**config.mk**
```make
export PLATFORM = sky130hd
export DESIGN_NAME = panda_divider
export DESIGN_NICKNAME = d
export VERILOG_FILES = /design/src/rtl/panda_divider_pkg.sv /design/src/rtl/panda_divider.sv
export SDC_FILE = /design/constraint.sdc
export NUM_CORES = 1
export LEC_CHECK = 0
export BUFFER_PORTS_ARGS = -buffer_cell sky130_fd_sc_hd__buf_4
export CORE_ASPECT_RATIO = 1.4
export CORE_MARGIN = 3
export CORE_UTILIZATION = 55
export CTS_CLUSTER_SIZE = 25
export DETAILED_ROUTE_END_ITERATION = 8
export GPL_TIMING_DRIVEN = 0
export PLACE_DENSITY = 0.8
export SLEW_MARGIN = 15
export SYNTH_ARGS = -nofsm -noshare
export SYNTH_HDL_FRONTEND = slang
export SYNTH_SLANG_ARGS = --single-unit
```
**constraint.sdc**
```tcl
create_clock -name clk_i -period 4.1 [get_ports clk_i]
set_clock_uncertainty 0.05 [all_clocks]
set_input_delay 0.205 -clock clk_i [delete_from_list [all_inputs] [get_ports clk_i]]
set_output_delay 0.205 -clock clk_i [all_outputs]
set_load 0.05 [all_outputs]
```
**src/rtl/panda_divider_pkg.sv**
```systemverilog
// Shared definitions for the PandA pulse divider: counter width and route encoding.
package panda_divider_pkg;

  localparam int unsigned CNT_W = 32;

  typedef enum logic [1:0] {
    ROUTE_NONE = 2'd0,
    ROUTE_D    = 2'd1,
    ROUTE_N    = 2'd2
  } route_t;

endpackage

```
**src/rtl/panda_divider.sv**
```systemverilog
// Pulse divider: every div_eff-th rising-edge-delimited pulse goes to outd_o, the rest to outn_o.
module panda_divider
  import panda_divider_pkg::*;
(
  input  logic             clk_i,
  input  logic             rst_i,
  input  logic             inp_i,
  input  logic             FIRST_PULSE,
  input  logic [CNT_W-1:0] DIVISOR,
  input  logic             FORCE_RST,
  output logic             outd_o,
  output logic             outn_o,
  output logic [CNT_W-1:0] COUNT
);

  logic [CNT_W-1:0] cnt_q, cnt_d;
  route_t           route_q, route_d;
  logic             inp_prev_q;
  logic             outd_q, outd_d;
  logic             outn_q, outn_d;

  logic [CNT_W-1:0] div_m1;
  logic [CNT_W-1:0] preload;
  logic             rise;

  // Next-state: routing decision is made on the rising edge and held for the pulse.
  always_comb begin
    cnt_d   = cnt_q;
    route_d = route_q;
    outd_d  = 1'b0;
    outn_d  = 1'b0;

    div_m1  = (DIVISOR == CNT_W'(0)) ? CNT_W'(0) : DIVISOR - CNT_W'(1);
    preload = FIRST_PULSE ? div_m1 : CNT_W'(0);
    rise    = inp_i & ~inp_prev_q;

    if (FORCE_RST) begin
      cnt_d   = preload;
      route_d = ROUTE_NONE;
    end else begin
      if (rise) begin
        if (cnt_q >= div_m1) begin
          route_d = ROUTE_D;
          cnt_d   = CNT_W'(0);
        end else begin
          route_d = ROUTE_N;
          cnt_d   = cnt_q + CNT_W'(1);
        end
      end
      outd_d = inp_i & (route_d == ROUTE_D);
      outn_d = inp_i & (route_d == ROUTE_N);
    end
  end

  // State registers; inp_prev tracks inp_i through reset so a held pulse is not counted.
  always_ff @(posedge clk_i) begin
    inp_prev_q <= inp_i;
    if (rst_i) begin
      cnt_q   <= preload;
      route_q <= ROUTE_NONE;
      outd_q  <= 1'b0;
      outn_q  <= 1'b0;
    end else begin
      cnt_q   <= cnt_d;
      route_q <= route_d;
      outd_q  <= outd_d;
      outn_q  <= outn_d;
    end
  end

  assign outd_o = outd_q;
  assign outn_o = outn_q;
  assign COUNT  = cnt_q;

endmodule

```
# Word-level counts from Yosys, hierarchy flattened
# Cells that the tools add are included.
[op_classes] n_addsub=2 magnitude_cmp=1 n_eq_ne=2 n_mux=9 bitwise=4 reduce_logical=3
[op_table] op="two-way mux 32 bit" count=6
[op_table] op="adder 32 x 1 -> 32 bit (second input constant)" count=1
[op_table] op=">= comparator 32 bit" count=1
[op_table] op="logical NOT 32 bit" count=1
[op_table] op="subtractor 32 x 1 -> 32 bit (second input constant)" count=1
[op_table] op="two-way mux 2 bit" count=3
[op_table] op="AND 1 bit" count=3
[op_table] op="nonzero test 3 bit" count=1
[op_table] op="== test 2 x 1 -> 1 bit (second input constant)" count=1
[op_table] op="== test 2 bit (second input constant)" count=1
[op_table] op="OR reduction 2 bit" count=1
[op_table] op="inverter 1 bit" count=1
[totals] ff_bits=37 output_inout_bits=34

# Depth between registers and ports, before layout
# Gate-level depths: netlist of the first run.
[depth] word_depth=8 depth_mapped=15 depth_no_buf=14

# Least setup slack after synthesis of the first run
# No wires, ideal clock.
[synth_path] kind="in2reg" start="input DIVISOR[5]" end="register cnt_q[12], in the netlist COUNT[12], data pin" arrival_time_ps=3498 required_time_ps=3776 setup_slack_ps=278 cell_stages=14 path_buffers=1 path_cell_list="nor4_1 -> nand3_1 -> or3_1 -> or3b_1 -> xor2_1 -> a21o_1 -> ha_1 -> nand4_1 -> or3_1 -> a2111oi_0 -> o41ai_2 -> nand2_1 -> clkbuf_1 -> o22ai_1"
[synth_via] elab_chain_len=7 elab_cells_between_ends=9 classes_between="add/sub (1); order compare (1); mux (6); reduce/logical (1)"
[synth_rtl] item="from (decl)" line_no="panda_divider.sv:9" text="input logic [CNT_W-1:0] DIVISOR,"
[synth_rtl] item="subtractor 32 x 1 -> 32 bit / logical NOT 32 bit (equally long branches)" line_no="panda_divider.sv:33" text="div_m1 = (DIVISOR == CNT_W'(0)) ? CNT_W'(0) : DIVISOR - CNT_W'(1);"
[synth_rtl] item="two-way mux 32 bit *" line_no="panda_divider.sv:33"
[synth_rtl] item=">= comparator 32 bit" line_no="panda_divider.sv:42" text="if (cnt_q >= div_m1) begin"
[synth_rtl] item="two-way mux 32 bit" line_no="panda_divider.sv:42"
[synth_rtl] item="two-way mux 32 bit" line_no="panda_divider.sv:41" text="if (rise) begin"
[synth_rtl] item="two-way mux 32 bit" line_no="panda_divider.sv:37" text="if (FORCE_RST) begin"
[synth_rtl] item="two-way mux 32 bit *" line_no="panda_divider.sv:58" text="if (rst_i) begin"
[synth_rtl] item="to (signal assigned)" line_no="panda_divider.sv:59" text="cnt_q <= preload;"
[synth_rtl] item="to (signal assigned)" line_no="panda_divider.sv:64" text="cnt_q <= cnt_d;"
[synth_rtl] item="to (decl)" line_no="panda_divider.sv:16" text="logic [CNT_W-1:0] cnt_q, cnt_d;"
# Every way passes the cells marked *; elsewhere a longest branch is shown, timed or not. The select of a mux whose other input is x is not followed.
# A chain may end at the register's enable or synchronous reset.

# Final worst setup path of the first run
[layout_path] start="input DIVISOR[11]" end="register cnt_q[23], in the netlist COUNT[23], data pin"
# Same word-level chain as after synthesis.

==> impl_metrics.toml, run 1 <==
[global_routing]
busiest_layer = "met2"
antenna_found_initial = 0
met2_usage_pct = 50.85
grt.overflow.total = 0
grt_pass1_wl_microns = 16620
grt_pass1_vias = 3640
grt_max_degree = 33
grtUsageMet3_pct = 4.921
grt_use_total_pct = 28.18
met1_usage_pct = 30.75

[timing]
slew_headroom_pct = 35.67
finalSetupViolCount = 0
hold_violations = 0
max_slew.worst_pin.slew_ns = 0.9562
slew_violations = 0
clock.fmax_mhz = 250.9
setup_ws_ns = 0.1145
fin_crit_sh_pct = 97.21
fin_crit_ns = 3.985

[clock_network]
cts_buffer_depth = 2
cts-buffers-inserted = 5
htree_levels = 2
insertion_delay_ns = 0.30
clkSlewWorstSetupHoldPaths_ns = 0.08
cts_tree = "built"
cts.sinks = 37
cts-root-buf = "clkbuf_8"

[setup_path]
cp-start-kind = "input pin"
worstPathMaxFanout = 10
critical_path.startpoint = "DIVISOR[11]"
slowest_stage = "or3_4"
critPathKind = "input pin to flip-flop"
ff2ff_path_depth = 9
crit_chain = "buf_4, nor4_4, nand2_1, or3_4, nor2_4, buf_2, a21oi_1, ha_1, nand2b_1, a2111oi_4, a2111oi_4, o41ai_2, o311ai_4, buf_4, o32ai_1"
critPathRequiredTime_ns = 4.15
cp.arrival_ns = 4.04
endpoint_kind = "flip-flop"
timing.rr.start = "COUNT[0]$_DFFE_PP_"
slowest_delay_ns = 0.47

[route]
vias_per_cell = 6.489
route.final.wire_length_microns = 10620
wl_per_cell_microns = 19.39
drc_errors = 0
drt_first_pass_iters = 4
vias = 3556
drt_iter0_drc = 165
drtAntennaViolNets = 0

[logic_synthesis]
synth_top_area_share_pct = 26.44
synth.yosys.warnings = 0
yosys.area.top_type = "edfxtp_1"
netlist_area_sq_um = 3635
ys_ff_latch = 37
synthArstFlopShare_pct = 0
synth.distinct_cells = 53
syn_nets = 466
yosys-top-cells-count = "nand2_1 (35), ha_1 (34), edfxtp_1 (32)"
syn_avg_cell_area_sq_um = 9.202
synth.most_common_cell = "nand2_1"
synth_flop_cell = "edfxtp_1"
ys_seq_area_share_pct = 29.19
syn_inst = 395
synth_edf_count = 32
synth_top_cells_by_area = "edfxtp_1 (26%), ha_1 (12%), xor2_1 (6.3%)"

[die]
start_util_pct = 57.73
dieArea_sq_um = 7634
die_h_microns = 102.2
die_w_microns = 74.71
rows = 34
core_area_sq_um = 6296
ios = 71

[finish]
layout.nets = 546
syn2layout_area_growth_pct = 23.68
instances_no_fill = 548
fin_util_pct = 71.40
drive_gt1_share_pct = 25.21
n_antenna_cell = 0

[hold_path]
min-delay-start = "DIVISOR[0]"
whs_path_depth = 2
min_path_type = "input pin to flip-flop"

[placement]
place_ws_ns = -0.7495
place.detailed.instances = 537
io_buffers = 70
place.gp.congestion = 0.9656
dpl.hpwl_microns = 8071

[pwr]
p_leak_uw = 0.001751
powerDensity_nw_per_um2 = 287.8
peakVddDrop_mv = 0.1923
power_uw = 1294

[run_status]
run_status = "finished, final reports clean"

[job]
cap_violations = 0
[state kept, by name, indices dropped and copies added, names as in the netlist]
register,count
outd_o,1
route_q,2
outn_o,1
inp_prev_q,1
COUNT,32
[layer usage]
| layer | share of wire [%] | routed length (microns) |
|---|---|---|
| met1 | 38 | 3991 |
| met2 | 54 | 5748 |
| met3 | 5.4 | 570 |
| met4 | 2.9 | 311 |
| met5 | 0 | 0 |
[where the power goes]
part	internal (uW)	switching (uW)	total, uW
logic	190	311	501
registers	456	61.5	518
clock network	137	138	275
total	784	510	1290
[critical path, delay by kind of cell]
| kind | cells | cell delay, ns |
|---|---|---|
| AO/OA/AOI/OAI | 6 | 1.54 |
| adder cells (fa/ha/maj) | 1 | 0.30 |
| buffers and inverters | 3 | 0.60 |
| AND/OR/NAND/NOR | 5 | 1.38 |
[cell families after synthesis]
group	after synthesis	synth area share, %
AO/OA/AOI/OAI	93	19.17
XOR/XNOR	49	11.81
adder cells (fa/ha/maj)	34	11.70
buffers and inverters	17	2.306
flip-flops	37	29.19
multiplexers	8	2.238
AND/OR/NAND/NOR	157	23.58
[layout make-up]
cell class | instances | area, sq um
Clock buffer | 8 | 90.09
Inverter | 6 | 22.52
Fill cell | 502 | 1800
Buffer | 11 | 77.57
Timing Repair Buffer | 73 | 550.5
Multi-Input combinational cell | 341 | 2604
Tap cell | 72 | 90.09
Sequential cell | 37 | 1061
[repair_timing]
item | CTS | global route
hold endpoints to repair | 1 | 0
buffers inserted | 1 | 1
gates resized for setup | 9 | 17
hold buffers | 1 | 0
cloned | 0 | 0
pin swaps | 1 | 1
endpoints found under the setup margin | 33 | 33
[through the flow]
step                      area (sq um)  hold WS (ns)  TNS (ns)
after detailed placement          4253        0.2840    -18.98
after floorplan                   3635        0.1827         0
after global placement            4250        0.2819    -17.96
after global routing              4496        0.2510   -0.4348
final                             4496        0.2377         0
after CTS                         4385        0.2403         0
[placed cells by master (no fill, tap or decap), drive strengths merged, types with 5 or more instances in the layout]
master	netlist	final
clkbuf	4	11
xnor2	23	23
nor3	14	14
o22ai	25	25
xor2	26	26
nor2	26	26
ha	34	34
nor4	8	8
dfxtp	5	5
nand2b	5	5
nand4	13	13
nand3	20	20
mux2i	7	7
a21oi	14	14
nand2	35	35
and3	8	8
buf	7	80
a21o	15	15
inv	6	6
or3	8	8
o32ai	8	8
o21ai	10	10
o21bai	6	6
edfxtp	32	32
[worst paths after layout]
check	end	slack, ns
worst min register to register	route_q[1]$_SDFF_PP0_	0.47
worst max register to register	COUNT[23]$_DFFE_PP_	1.19
worst max-delay path	COUNT[23]$_DFFE_PP_	0.11
worst min-delay path	COUNT[0]$_DFFE_PP_	0.24
(Power assumes the default switching activity.)
==> run 2: changes to the inputs <==
- CORE_UTILIZATION: 55 -> 23
- PLACE_DENSITY: 0.8 -> not set
==> run 2 against run 1 <==
Net effect: sequential power is essentially flat; wire length grew 10%; maximum frequency grew 2.2%; critical path depth grew 1; non-clock buffer count shrank 2; sequential cell count is the same.
==> impl_metrics.toml, run 2 (synthesis gave the netlist of run 1 again) <==
[run_status]
run_status = "finished, final reports clean"

[die]
core_area_sq_um = 15250
ios = 71
die_h_microns = 154.7
dieArea_sq_um = 17370
die_w_microns = 112.2
rows = 53
start_util_pct = 23.83

[timing]
fin_crit_ns = 3.898
slew_headroom_pct = 29.20
whs_ns = 0.2384
max_slew.worst_pin.slew_ns = 1.052
setup_ws_ns = 0.2020
hold_violations = 0
clock.fmax_mhz = 256.5
fin_crit_sh_pct = 95.07
finalSetupViolCount = 0
grt_setup_unrepaired = "no"
slew_violations = 0

[clock_network]
insertion_delay_ns = 0.29
cts_buffer_depth = 2
cts-root-buf = "clkbuf_16"
cts-buffers-inserted = 5
cts_tree = "built"
cts.sinks = 37
clkSlewWorstSetupHoldPaths_ns = 0.06
htree_levels = 2

[global_routing]
grt.overflow.total = 0
grt_pass1_vias = 3479
grt_use_total_pct = 12.92
grt_max_degree = 33
grtUsageMet3_pct = 2.818
met1_usage_pct = 14.88
busiest_layer = "met2"
grt_pass1_wl_microns = 18050
antenna_found_initial = 0
met2_usage_pct = 24.01

[route]
wl_per_cell_microns = 17.54
vias = 3457
drc_errors = 0
vias_per_cell = 5.191
drtAntennaViolNets = 0
drt_first_pass_iters = 4
route.final.wire_length_microns = 11680
drt_iter0_drc = 236

[setup_path]
cp_top_family = "simple AND/OR/NAND/NOR gates"
worstPathMaxFanout = 10
critPathRequiredTime_ns = 4.08
cp-start-kind = "input pin"
endpoint_kind = "flip-flop"
slowest_stage = "or3_1"
cp.arrival_ns = 3.88
slowest_delay_ns = 0.43
critical_path_buf_inv_count = 3
crit_chain = "buf_4, nor4_4, nand3_1, or3_1, or3b_1, xor2_1, a21o_1, ha_1, nand4_1, or3_1, a2111oi_2, o41ai_2, buf_4, nand2_1, clkbuf_4, o22ai_1"
critPathKind = "input pin to flip-flop"

[finish]
nFillCells = 1608
drive_gt1_share_pct = 25.74
multi_input_area_sq_um = 2567
n_antenna_cell = 0
final_cell_mix = "buf_4 (73), ha_1 (34), edfxtp_1 (32), nand2_1 (32), xor2_1 (26)"
largest_reg_flops = 32
syn2layout_area_growth_pct = 28.81
layout.nets = 544
instances_no_fill = 666
layout.cells.most_common = "buf_4"
regArea_sq_um = 1061

[hold_path]
min_path_type = "input pin to flip-flop"

[pwr]
power_uw = 1470
powerDensity_nw_per_um2 = 313.9
peakVddDrop_mv = 0.1496
p_leak_uw = 0.001774

[placement]
place.gp.congestion = 0.8262
place_ws_ns = -0.8063
io_buffers = 70
place.detailed.instances = 657
dpl.hpwl_microns = 9365

[job]
cap_violations = 0
==> run 2: cell count changes in the layout (fill, tap and decap cells not counted), moves of 2 or more <==
| cell | previous run | this run |
|---|---|---|
| clkbuf_8 | 6 | 0 |
| buf_6 | 4 | 2 |
| a2111oi_2 | 0 | 2 |
| clkbuf_16 | 0 | 7 |
| clkbuf_1 | 5 | 1 |
| a2111oi_4 | 2 | 0 |
==> run 2: stage by stage <==
| stage | utilization (%) | TNS, ns | cell area (sq um) |
|---|---|---|---|
| 2_1_floorplan | - | 0 | 3635 |
| 5_1_grt | 30.70 | 0 | 4682 |
| 3_3_place_gp | 28.85 | -20.23 | 4400 |
| 6_report | 30.70 | 0 | 4682 |
| 4_1_cts | 30.38 | 0 | 4633 |
| 3_5_place_dp | 28.87 | -22.08 | 4403 |
==> run 2: cell type report <==
class                           count  area share (%)
Clock buffer                        7           3.741
Tap cell                          192           5.131
Timing Repair Buffer               72           11.60
Sequential cell                    37           22.66
Clock inverter                      1          0.1069
Buffer                             10           1.443
Multi-Input combinational cell    341           54.84
Inverter                            6          0.4810
==> run 2: per-layer routing <==
layer	vias to the layer above	share of wire, %	routed length [microns]
li1	1671	-	-
met5	-	0	0
met4	0	1.4	160
met2	79	52	6130
met3	12	6.1	715
met1	1695	40	4676
==> run 2: path summary, 6_finish.rpt <==
kind | start | slack [ns] | cells past startpoint | end
worst max-delay path | DIVISOR[5] | 0.20 | 16 | COUNT[19]$_DFFE_PP_
worst min-delay path | DIVISOR[0] | 0.24 | 2 | COUNT[0]$_DFFE_PP_
worst max register to register | COUNT[0]$_DFFE_PP_ | 1.18 | 7 | COUNT[26]$_DFFE_PP_
worst min register to register | route_q[1]$_SDFF_PP0_ | 0.45 | 2 | route_q[1]$_SDFF_PP0_
==> run 2: repair_timing <==
action                                 CTS  global route
pin swaps                                1             2
hold buffers                             1             0
gates resized for setup                 12            10
gates cloned                             0             0
endpoints found under the hold margin    1             0
setup endpoints to repair               33            33
setup buffers                            0             1
==> run 2: power by group <==
group          switching [uW]  leakage, uW  internal, uW  total [uW]
registers                62.6     0.000393           457         519
clock network             163    0.0000902           298         462
logic                     305      0.00129           184         489
